<file path="src/rtl/fetch_pkg.sv">
// -----------------------------------------------------------------------------
// fetch_pkg
// Shared definitions for the instruction fetch unit: FSM state encoding,
// the NOP word loaded into the instruction register at reset, the default
// reset PC and a helper that forces an address onto a word boundary.
// -----------------------------------------------------------------------------
package fetch_pkg;

  typedef enum logic [1:0] {
    ST_IDLE  = 2'd0,
    ST_FETCH = 2'd1,
    ST_WAIT  = 2'd2,
    ST_DRAIN = 2'd3
  } fetch_state_e;

  // addi x0, x0, 0
  localparam logic [31:0] NOP_INSTR        = 32'h0000_0013;
  localparam logic [31:0] DEFAULT_RESET_PC = 32'h0000_0000;

  // Redirect targets come straight from the ALU; drop the byte offset.
  function automatic logic [31:0] align_word(input logic [31:0] addr);
    return {addr[31:2], 2'b00};
  endfunction

endpackage

</file>
<file path="src/rtl/fetch_out_reg.sv">
// -----------------------------------------------------------------------------
// fetch_out_reg
// Holding register between fetch and decode. Keeps one instruction and its
// PC until decode consumes it.
//   clk, rst_n   clock / asynchronous active-low reset
//   capture_i    load pc_i/instr_i and mark valid
//   flush_i      discard the held instruction (redirect); wins over capture
//   consume_i    decode ready; clears valid when nothing new is captured
//   pc_i         PC of the instruction being captured
//   instr_i      instruction word being captured
//   if_valid_o   register holds an instruction
//   if_pc_o      PC of the held instruction
//   if_instr_o   held instruction word
// -----------------------------------------------------------------------------
module fetch_out_reg
  import fetch_pkg::*;
(
  input  logic        clk,
  input  logic        rst_n,
  input  logic        capture_i,
  input  logic        flush_i,
  input  logic        consume_i,
  input  logic [31:0] pc_i,
  input  logic [31:0] instr_i,
  output logic        if_valid_o,
  output logic [31:0] if_pc_o,
  output logic [31:0] if_instr_o
);

  logic        valid_q;
  logic [31:0] pc_q;
  logic [31:0] instr_q;

  // pc/instr only change on capture, so they stay stable while stalled.
  always_ff @(posedge clk or negedge rst_n) begin
    if (!rst_n) begin
      valid_q <= 1'b0;
      pc_q    <= 32'h0000_0000;
      instr_q <= NOP_INSTR;
    end else begin
      if (flush_i) begin
        valid_q <= 1'b0;
      end else if (capture_i) begin
        valid_q <= 1'b1;
        pc_q    <= pc_i;
        instr_q <= instr_i;
      end else if (consume_i) begin
        valid_q <= 1'b0;
      end
    end
  end

  assign if_valid_o = valid_q;
  assign if_pc_o    = pc_q;
  assign if_instr_o = instr_q;

endmodule

</file>
<file path="src/rtl/pc_fetch_unit.sv">
// -----------------------------------------------------------------------------
// pc_fetch_unit
// Sequential instruction fetch with branch redirect. One imem request is
// outstanding at a time; a redirect that races an accepted request parks the
// FSM in DRAIN until the stale response has been absorbed.
//   clk, rst_n       clock / asynchronous active-low reset
//   br_valid         a resolved control-transfer instruction this cycle
//   NextPCSrc        1 = redirect to br_target (qualified by br_valid)
//   br_target        redirect address
//   imem_req_*       request channel (valid/ready/addr)
//   imem_rsp_*       response channel (valid/ready/data)
//   if_valid/if_pc/if_instr/if_ready   decode-side holding register handshake
// -----------------------------------------------------------------------------
module pc_fetch_unit
  import fetch_pkg::*;
#(
  parameter logic [31:0] RESET_PC = DEFAULT_RESET_PC
) (
  input  logic        clk,
  input  logic        rst_n,
  input  logic        br_valid,
  input  logic        NextPCSrc,
  input  logic [31:0] br_target,
  output logic        imem_req_valid,
  output logic [31:0] imem_req_addr,
  input  logic        imem_req_ready,
  input  logic        imem_rsp_valid,
  input  logic [31:0] imem_rsp_data,
  output logic        imem_rsp_ready,
  output logic        if_valid,
  output logic [31:0] if_pc,
  output logic [31:0] if_instr,
  input  logic        if_ready
);

  fetch_state_e state_q;
  logic [31:0]  pc_q;

  logic redirect;
  logic req_hs;
  logic rsp_hs;
  logic capture;

  assign redirect = br_valid & NextPCSrc;

  // Request side is decoded purely from registered state.
  assign imem_req_valid = (state_q == ST_FETCH);
  assign imem_req_addr  = pc_q;

  // In WAIT only accept a response if the holding register can take it.
  assign imem_rsp_ready = (state_q == ST_DRAIN) |
                          ((state_q == ST_WAIT) & (~if_valid | if_ready));

  assign req_hs  = imem_req_valid & imem_req_ready;
  assign rsp_hs  = imem_rsp_valid & imem_rsp_ready;
  assign capture = (state_q == ST_WAIT) & rsp_hs & ~redirect;

  always_ff @(posedge clk or negedge rst_n) begin
    if (!rst_n) begin
      state_q <= ST_IDLE;
      pc_q    <= RESET_PC;
    end else begin
      if (redirect) begin
        pc_q <= align_word(br_target);
      end else if (capture) begin
        pc_q <= pc_q + 32'd4;
      end

      case (state_q)
        ST_IDLE: state_q <= ST_FETCH;
        ST_FETCH: begin
          // Unaccepted request under redirect is simply withdrawn; the new
          // pc is presented next cycle. An accepted one must be drained.
          if (req_hs) begin
            state_q <= redirect ? ST_DRAIN : ST_WAIT;
          end
        end
        ST_WAIT: begin
          if (redirect) begin
            state_q <= rsp_hs ? ST_FETCH : ST_DRAIN;
          end else if (rsp_hs) begin
            state_q <= ST_FETCH;
          end
        end
        ST_DRAIN: begin
          if (rsp_hs) begin
            state_q <= ST_FETCH;
          end
        end
        default: state_q <= ST_IDLE;
      endcase
    end
  end

  fetch_out_reg u_out_reg (
    .clk        (clk),
    .rst_n      (rst_n),
    .capture_i  (capture),
    .flush_i    (redirect),
    .consume_i  (if_ready),
    .pc_i       (pc_q),
    .instr_i    (imem_rsp_data),
    .if_valid_o (if_valid),
    .if_pc_o    (if_pc),
    .if_instr_o (if_instr)
  );

endmodule
</file>
<file path="config.mk">
export PLATFORM = sky130hd
export DESIGN_NAME = pc_fetch_unit
export DESIGN_NICKNAME = d
export VERILOG_FILES = /design/src/rtl/fetch_pkg.sv /design/src/rtl/fetch_out_reg.sv /design/src/rtl/pc_fetch_unit.sv
export SDC_FILE = /design/constraint.sdc
export NUM_CORES = 1
export LEC_CHECK = 0
export ABC_AREA = 0
export BUFFER_PORTS_ARGS = -buffer_cell sky130_fd_sc_hd__buf_2
export CORE_MARGIN = 3
export CORE_UTILIZATION = 40
export CTS_CLUSTER_DIAMETER = 100
export DETAILED_ROUTE_END_ITERATION = 6
export GPL_TIMING_DRIVEN = 0
export PLACE_DENSITY = 0.69
export SYNTH_ARGS = -nofsm -noshare
export SYNTH_HDL_FRONTEND = slang
export SYNTH_SLANG_ARGS = --single-unit
</file>
<file path="constraint.sdc">
create_clock -name clk -period 3.6 [get_ports clk]
set_clock_uncertainty 0.15 [all_clocks]
set_input_delay 0.54 -clock clk [delete_from_list [all_inputs] [get_ports clk]]
set_output_delay 0.54 -clock clk [all_outputs]
set_load 0.01 [all_outputs]
</file>
==> impl_metrics.env, run 1 <==
export IMPL_async_flop_share_pct=100
export IMPL_post_drt_via_cell_ratio=4.90
export IMPL_port_buffers=163
export IMPL_fin_tns_setup_ps=0
export IMPL_first_iter_violations=104
export IMPL_setup_violations=0
export IMPL_first_global_vias=3184
export IMPL_cellLeakagePower_nw=2.57
export IMPL_clock_fmax_ghz=0.443
export IMPL_die_area_mm2=0.0118
export IMPL_die_w_um=109
export IMPL_io_pins=170
export IMPL_layout_min_cycle_time_ps=2260
export IMPL_wire_per_inst_um=15.7
export IMPL_dp_hpwl_um=7810
export IMPL_cp_required_ps=3690
export IMPL_startpoint_type="register"
export IMPL_clkTransAtPathRegs_ps=90
export IMPL_yosys_top_cells_count="dfrtp_1 (92), mux2_2 (62), nand2_1 (41)"
export IMPL_hold_class="in2reg"
export IMPL_numCtsBuffers=9
export IMPL_drv_slew=0
export IMPL_grt_total_usage_pct=17.7
export IMPL_ant_nets=0
export IMPL_grt_pass1_wl_um=16100
export IMPL_first_pass_iters=4
export IMPL_tightest_slew_ps=587
export IMPL_max_slew_margin_pct=60.9
export IMPL_top_layer="met4"
export IMPL_outcome="completed"
export IMPL_cts_htree_levels=3
export IMPL_synth_top_area_cell="dfrtp_1"
export IMPL_synth_cells=340
export IMPL_gr_total_overflow=0
export IMPL_synth_warnings=0
export IMPL_root_buffer="clkbuf_8"
export IMPL_finalHoldViolCount=0
export IMPL_num_antenna_cells=0
export IMPL_drv_cap=0
export IMPL_globalplace_congestion=0.814
export IMPL_nets=591
export IMPL_synth_edf_count=0
export IMPL_met1_length_um=4410
export IMPL_synth_most_common_cell="dfrtp_1"
export IMPL_synthFlopType="dfrtp_1"
export IMPL_tritoncts="yes"
export IMPL_coreArea_mm2=0.0100
export IMPL_clock_path_buffers=2
export IMPL_vias=3220
export IMPL_syn_to_final_growth_pct=28.7
export IMPL_synth_top_area_share_pct=54.7
export IMPL_cts_sinks=95
export IMPL_ys_top_cells_by_area="dfrtp_1 (55%), mux2_2 (17%), nand2_1 (3.7%)"
export IMPL_yosysSeqAreaShare_pct=56.5
export IMPL_min_period_over_period_pct=62.7
export IMPL_start_util_pct=42.1
export IMPL_insertion_delay_ps=360
export IMPL_power_density_mw_per_mm2=665
export IMPL_syn_avg_cell_area_um2=12.4
export IMPL_synthesis_area_mm2=0.00421
export IMPL_irDropWorstVdd_mv=0.330
export IMPL_die_h_um=109
export IMPL_worstSetupEndpointType="register"
export IMPL_wl_met2_um=5020
export IMPL_power_mw=3.60
export IMPL_met3_length_um=709
export IMPL_rsz0062_at_grt="false"
export IMPL_grt_max_degree=65
export IMPL_drc=0
export IMPL_worstPathMaxFanout=10
export IMPL_synth_seq_cells=95
export IMPL_worstSetupPathType="reg2reg"
export IMPL_arrival_ps=2350
export IMPL_ys_types=40
export IMPL_row_count=36
export IMPL_antenna_found_initial=0
export IMPL_drive_gt1_share_pct=50.8
export IMPL_wl_um=10300
[cell families (layout without fill, tap and decap cells)]
family,after synthesis,count (layout),synth area share [%]
other,1,4,0.0890
AO/OA/AOI/OAI,36,36,4.52
adder cells (fa/ha/maj),1,1,0.297
XOR/XNOR,27,27,5.62
multiplexers,64,64,17.1
buffers and inverters,20,201,2.44
flip-flops,95,95,56.5
AND/OR/NAND/NOR,96,96,13.5
[critical path, cell delays in order, from the launching register on]
cell and delay (ps):
dfrtp_1 430, and3b_1 290, nand2_1 170, nor2_2 360, buf_2 360, mux2_2 380
[metal layers]
metal / vias up / GRT usage (%)
met1: 1539 / 23.7
met4: 0 / 5.95
met5: - / 0
met2: 112 / 28.5
met3: 13 / 4.14
li1: 1556 / -
[final cells by class]
class / count / area [um^2]
buffer: 19 / 98.8
clock buffer: 12 / 145
clock inverter: 4 / 31.3
fill: 905 / 4580
inverter: 1 / 3.75
multi-input combinational: 228 / 1740
sequential: 95 / 2380
tap: 133 / 166
timing repair buffer: 165 / 856
[flip-flops by register name, indices dropped and copies added, names as in the netlist]
| register | count |
|---|---|
| u_out_reg.if_pc_o | 30 |
| u_out_reg.if_valid_o | 1 |
| u_out_reg.if_instr_o | 32 |
| imem_req_addr | 30 |
| state_q | 2 |
[path summary, 6_finish.rpt]
check	startpoint	end	slack, ps	depth (start not counted)
worst max-delay path	state_q[0]	u_out_reg.if_pc_o[18]	1340	5
worst min-delay path	imem_rsp_valid	state_q[1]	210	2
worst max register to register	state_q[0]	u_out_reg.if_pc_o[18]	1340	5
worst min register to register	u_out_reg.if_instr_o[15]	u_out_reg.if_instr_o[15]	360	1
max in group asynchronous	rst_n	u_out_reg.if_instr_o[4]	2110	3
min in group asynchronous	rst_n	u_out_reg.if_instr_o[13]	500	2
[placed cells by master (no fill, tap or decap), types with 6 or more instances in the layout]
cell type  instances
clkbuf_1           8
xnor2_1           15
xor2_1            12
nand4_1            8
buf_4              6
buf_2            169
dfrtp_1           92
clkbuf_8          10
o21ai_0           22
mux2_2            62
nand3_1            7
nand2_1           41
[stage by stage]
stage	setup WS (ps)	instances	util, %	area (um^2)	hold WS (ps)
3_5_place_dp	1170	640	52.4	5240	341
4_1_cts	1320	657	54.2	5420	182
2_1_floorplan	1630	343	-	4220	94.4
3_3_place_gp	930	639	52.1	5200	333
5_1_grt	1180	657	54.2	5420	195
6_report	1340	657	54.2	5420	210
[report_power, final]
group / internal [mW] / switching (mW) / total (mW)
logic: 0.658 / 0.595 / 1.25
clock network: 0.273 / 0.363 / 0.636
registers: 1.47 / 0.242 / 1.71
[what timing repair did]
| item | CTS | global route |
|---|---|---|
| buffers inserted | 0 | 0 |
| hold buffers | 1 | 0 |
| gates resized for setup | 0 | 0 |
| hold endpoints to repair | 31 | 0 |
No activity file was read; power rests on OpenSTA's default activity.
==> run 2: changes to the inputs <==
PLACE_DENSITY = 0.72   (was 0.69)
clock period = 1.97 ns   (was 3.6 ns; I/O delays follow)
==> impl_metrics.env, run 2 (same netlist as run 1, synthesis figures left out) <==
export IMPL_cp_required_ps=2080
export IMPL_drv_cap=0
export IMPL_multi_input_area_mm2=0.00178
export IMPL_drive_gt1_share_pct=50.8
export IMPL_finalHoldViolCount=0
export IMPL_first_pass_iters=4
export IMPL_utilization_pct=62.0
export IMPL_num_antenna_cells=0
export IMPL_whs_ps=12.8
export IMPL_row_count=36
export IMPL_numCtsBuffers=9
export IMPL_fin_tns_setup_ps=0
export IMPL_tightest_slew_ps=647
export IMPL_outcome="completed"
export IMPL_antenna_found_initial=0
export IMPL_irDropWorstVdd_mv=0.663
export IMPL_post_drt_via_cell_ratio=4.88
export IMPL_coreArea_mm2=0.0100
export IMPL_final_common_cell="buf_2"
export IMPL_ant_nets=0
export IMPL_io_pins=170
export IMPL_layout_cells_non_filler=728
export IMPL_finalInstanceArea_mm2=0.00620
export IMPL_hold_end="imem_req_addr[22]"
export IMPL_max_slew_margin_pct=56.9
export IMPL_vias=3553
export IMPL_place_area_mm2=0.00524
export IMPL_grt_pass1_wl_um=17600
export IMPL_port_buffers=163
export IMPL_clock_fmax_ghz=0.520
export IMPL_rr_worst_depth=6
export IMPL_dp_hpwl_um=8020
export IMPL_grt_max_degree=49
export IMPL_root_buffer="clkbuf_8"
export IMPL_reg2reg_slack_ps=50
export IMPL_syn_to_final_growth_pct=47.3
export IMPL_cellLeakagePower_nw=2.90
export IMPL_nFillCells=816
export IMPL_cts_htree_levels=3
export IMPL_power_density_mw_per_mm2=1130
export IMPL_die_h_um=109
export IMPL_insertion_delay_ps=360
export IMPL_startpoint_type="register"
export IMPL_die_w_um=109
export IMPL_worstSetupPathType="reg2reg"
export IMPL_largest_register_ffs=32
export IMPL_arrival_ps=2030
export IMPL_setup_violations=0
export IMPL_reg2reg_from="state_q[0]"
export IMPL_tritoncts="yes"
export IMPL_drv_slew=0
export IMPL_first_iter_violations=100
export IMPL_layout_min_cycle_time_ps=1920
export IMPL_place_inst=640
export IMPL_globalplace_congestion=0.784
export IMPL_r2r_end="u_out_reg.if_instr_o[11]"
export IMPL_worst_slack_ps=48.1
export IMPL_cts_sinks=95
export IMPL_die_area_mm2=0.0118
export IMPL_grt_total_usage_pct=19.3
export IMPL_worstPathMaxFanout=10
export IMPL_min_period_over_period_pct=97.6
export IMPL_start_util_pct=42.1
export IMPL_gr_total_overflow=0
export IMPL_clock_path_buffers=2
export IMPL_pre_cts_slack_ps=-287
export IMPL_drc=0
export IMPL_hold_start="br_target[22]"
export IMPL_layout_common_cells="buf_2 (162), dfrtp_1 (84), mux2_2 (62)"
export IMPL_clkTransAtPathRegs_ps=100
export IMPL_nets=662
export IMPL_power_mw=7.01
export IMPL_worstSetupEndpointType="register"
export IMPL_wire_per_inst_um=15.8
export IMPL_first_global_vias=3519
export IMPL_rsz0062_at_grt="true"
export IMPL_holdPathStages=3
export IMPL_hold_class="in2reg"
export IMPL_wl_um=11500
export IMPL_register_area_mm2=0.00239
==> run 2: cell types whose count changed in the layout (fill, tap and decap cells not counted), sizes merged <==
cell,delta
inv,+1
clkinv,+2
clkbuf,-2
dlygate4sd3,+53
clkinvlp,-2
bufinv,+1
buf,+18
==> run 2: layer usage <==
layer | vias to the layer above | track usage, % | share of wire (%)
li1 | 1682 | - | -
met1 | 1757 | 24.7 | 43
met2 | 102 | 33.2 | 51
met3 | 12 | 3.79 | 4.8
met4 | 0 | 5.59 | 1.3
met5 | - | 0 | 0
==> run 2: repair_timing <==
action                     4_1_cts  5_1_grt
resized for setup               16       20
hold buffers                    53        1
setup endpoints to repair       78       85
cloned                           0        0
pin swaps                        1        4
hold endpoints to repair        96        1
setup buffers                    3       15
==> run 2: worst max-delay path by stage <==
| stage | startpoint | end | slack, ps | cells after the start |
|---|---|---|---|---|
| 6_report | state_q[0] | u_out_reg.if_instr_o[11] | 50 | 6 |
| 3_3_place_gp | rst_n | u_out_reg.if_pc_o[13] | -450 | 1 |
| 3_5_place_dp | state_q[0] | u_out_reg.if_pc_o[9] | -290 | 5 |
| 2_1_floorplan | state_q[0] | u_out_reg.if_instr_o[10] | 80 | 5 |
| 4_1_cts | state_q[0] | imem_req_addr[31] | -30 | 5 |
| 5_1_grt | state_q[0] | imem_req_addr[29] | -30 | 5 |
==> run 2: area by class of cell <==
cell class	count	share of cell area (%)
inverters	1	0.0605
multi-input cells	228	28.7
repair buffers	236	24.7
flip-flops and latches	95	38.5
plain buffers	19	2.18
well taps	133	2.68
clock buffers	10	2.06
clock inverters	6	1.11
==> run 2: worst max-delay path, cell delays in order, from the launching register on <==
cell     delay [ps]
dfrtp_1         430
and3b_2         330
nand2_4         100
nor2_4          140
buf_12          130
buf_4           180
mux2_2          350
==> run 2: power by group <==
| group | total (mW) | leakage [nW] | switching (mW) | internal, mW |
|---|---|---|---|---|
| Combinational | 2.55 | 1.65 | 1.18 | 1.37 |
| Sequential | 3.15 | 1.15 | 0.453 | 2.69 |
| Clock | 1.32 | 0.0973 | 0.721 | 0.597 |
| Total | 7.01 | 2.90 | 2.35 | 4.66 |
==> run 3: changes to the inputs <==
PLACE_DENSITY = 0.69   (was 0.72)
clock period = 2.2 ns   (was 1.97 ns; I/O delays follow)
==> impl_metrics.env, run 3 (same netlist as run 1, synthesis figures left out) <==
export IMPL_outcome="completed"
export IMPL_max_slew_margin_pct=65.4
export IMPL_coreArea_mm2=0.0100
export IMPL_fin_tns_setup_ps=0
export IMPL_drive_gt1_share_pct=51.2
export IMPL_die_area_mm2=0.0118
export IMPL_drv_cap=0
export IMPL_pre_cts_slack_ps=-54.7
export IMPL_hold_start="br_target[2]"
export IMPL_power_density_mw_per_mm2=1080
export IMPL_place_inst=640
export IMPL_reg2reg_from="state_q[0]"
export IMPL_hold_class="in2reg"
export IMPL_worstSetupEndpointType="register"
export IMPL_comb_power_share_pct=34.9
export IMPL_numCtsBuffers=9
export IMPL_worst_slack_ps=112
export IMPL_switchingPower_mw=1.97
export IMPL_grt_total_usage_pct=17.7
export IMPL_drc=0
export IMPL_worstPathMaxFanout=10
export IMPL_rsz0062_at_grt="true"
export IMPL_final_common_cell="buf_2"
export IMPL_finalHoldViolCount=0
export IMPL_first_global_vias=3195
export IMPL_cts_htree_levels=3
export IMPL_tightest_slew_ps=520
export IMPL_dp_hpwl_um=7810
export IMPL_cts_sinks=95
export IMPL_irDropWorstVdd_mv=0.539
export IMPL_whs_ps=24.6
export IMPL_post_drt_via_cell_ratio=4.92
export IMPL_wire_per_inst_um=15.8
export IMPL_arrival_ps=2180
export IMPL_first_iter_violations=109
export IMPL_ant_nets=0
export IMPL_vias=3249
export IMPL_finalInstanceArea_mm2=0.00547
export IMPL_cp_cell_sequence="and3b_1 > nand2_1 > nor2_4 > buf_2 > mux2_2"
export IMPL_start_util_pct=42.1
export IMPL_clock_power_share_pct=17.6
export IMPL_antenna_found_initial=0
export IMPL_insertion_delay_ps=350
export IMPL_pwr_share_seq_pct=47.5
export IMPL_utilization_pct=54.7
export IMPL_crit_slowest_cell="dfrtp_1"
export IMPL_num_antenna_cells=0
export IMPL_p_sw_share_pct=33.3
export IMPL_row_count=36
export IMPL_largest_register_ffs=32
export IMPL_die_w_um=109
export IMPL_place_area_mm2=0.00524
export IMPL_grt_max_degree=65
export IMPL_clkTransAtPathRegs_ps=90
export IMPL_syn_to_final_growth_pct=29.8
export IMPL_tritoncts="yes"
export IMPL_r2r_end="u_out_reg.if_instr_o[2]"
export IMPL_gr_total_overflow=0
export IMPL_drv_slew=0
export IMPL_slowest_delay_ps=430
export IMPL_die_h_um=109
export IMPL_layout_min_cycle_time_ps=2090
export IMPL_intPower_mw=3.94
export IMPL_setup_violations=0
export IMPL_rr_worst_depth=5
export IMPL_io_pins=170
export IMPL_worstSetupPathType="reg2reg"
export IMPL_clock_fmax_ghz=0.479
export IMPL_cp_required_ps=2300
export IMPL_min_period_over_period_pct=94.9
export IMPL_layout_common_cells="buf_2 (166), dfrtp_1 (91), mux2_2 (62)"
export IMPL_hold_end="imem_req_addr[2]"
export IMPL_startpoint_type="register"
export IMPL_layout_cells_non_filler=660
export IMPL_power_mw=5.91
export IMPL_globalplace_congestion=0.814
export IMPL_clock_path_buffers=2
export IMPL_nets=594
export IMPL_grt_pass1_wl_um=16200
export IMPL_cellLeakagePower_nw=2.58
export IMPL_first_pass_iters=4
export IMPL_holdPathStages=3
export IMPL_reg2reg_slack_ps=110
export IMPL_port_buffers=163
export IMPL_root_buffer="clkbuf_8"
export IMPL_wl_um=10400
[run 3: worst max path at each step]
stage	from	to	cells past startpoint	slack, ps
6_report	state_q[0]	u_out_reg.if_instr_o[2]	5	110
2_1_floorplan	state_q[0]	u_out_reg.if_instr_o[10]	5	310
5_1_grt	state_q[0]	u_out_reg.if_instr_o[5]	5	-10
3_3_place_gp	rst_n	u_out_reg.if_pc_o[12]	1	-260
3_5_place_dp	state_q[0]	u_out_reg.if_pc_o[18]	5	-50
4_1_cts	state_q[0]	u_out_reg.if_pc_o[18]	5	20
[run 3: cell type report]
| class | instances | area (um^2) |
|---|---|---|
| clock inverter | 4 | 31.3 |
| fill | 906 | 4530 |
| timing repair buffer | 168 | 881 |
| inverter | 1 | 3.75 |
| tap | 133 | 166 |
| clock buffer | 12 | 145 |
| sequential | 95 | 2380 |
| buffer | 19 | 108 |
| multi-input combinational | 228 | 1750 |
[run 3: power groups by stage]
| stage | clock network [mW] | registers [mW] | logic [mW] |
|---|---|---|---|
| after detailed placement | 0 | 2.84 | 2.09 |
| final | 1.04 | 2.81 | 2.07 |
| after global placement | 0 | 2.81 | 2.04 |
| after global routing | 1.16 | 2.90 | 2.25 |
| after CTS | 1.09 | 2.81 | 2.10 |
| after floorplan | 0 | 3.12 | 0.838 |
[run 3: what timing repair did]
action | CTS | global route
hold buffers | 2 | 0
pin swaps | 0 | 1
hold endpoints to repair | 32 | 0
setup buffers | 0 | 2
setup endpoints to repair | 57 | 64
gates resized for setup | 1 | 6
[run 3: worst max-delay path, delay by kind of cell (launching register included)]
family	cells	cell delay, ps
buf+inv	1	290
flops	1	430
mux	1	370
simple gates	3	730
[run 3: layer usage]
layer	part of all wire, %	vias up	routed length, um	GRT usage (%)
met5	0	-	0	0
met4	1.8	0	185	5.95
met3	6.5	13	681	4.14
met2	49	111	5060	28.6
met1	43	1565	4480	23.7
li1	-	1560	-	-
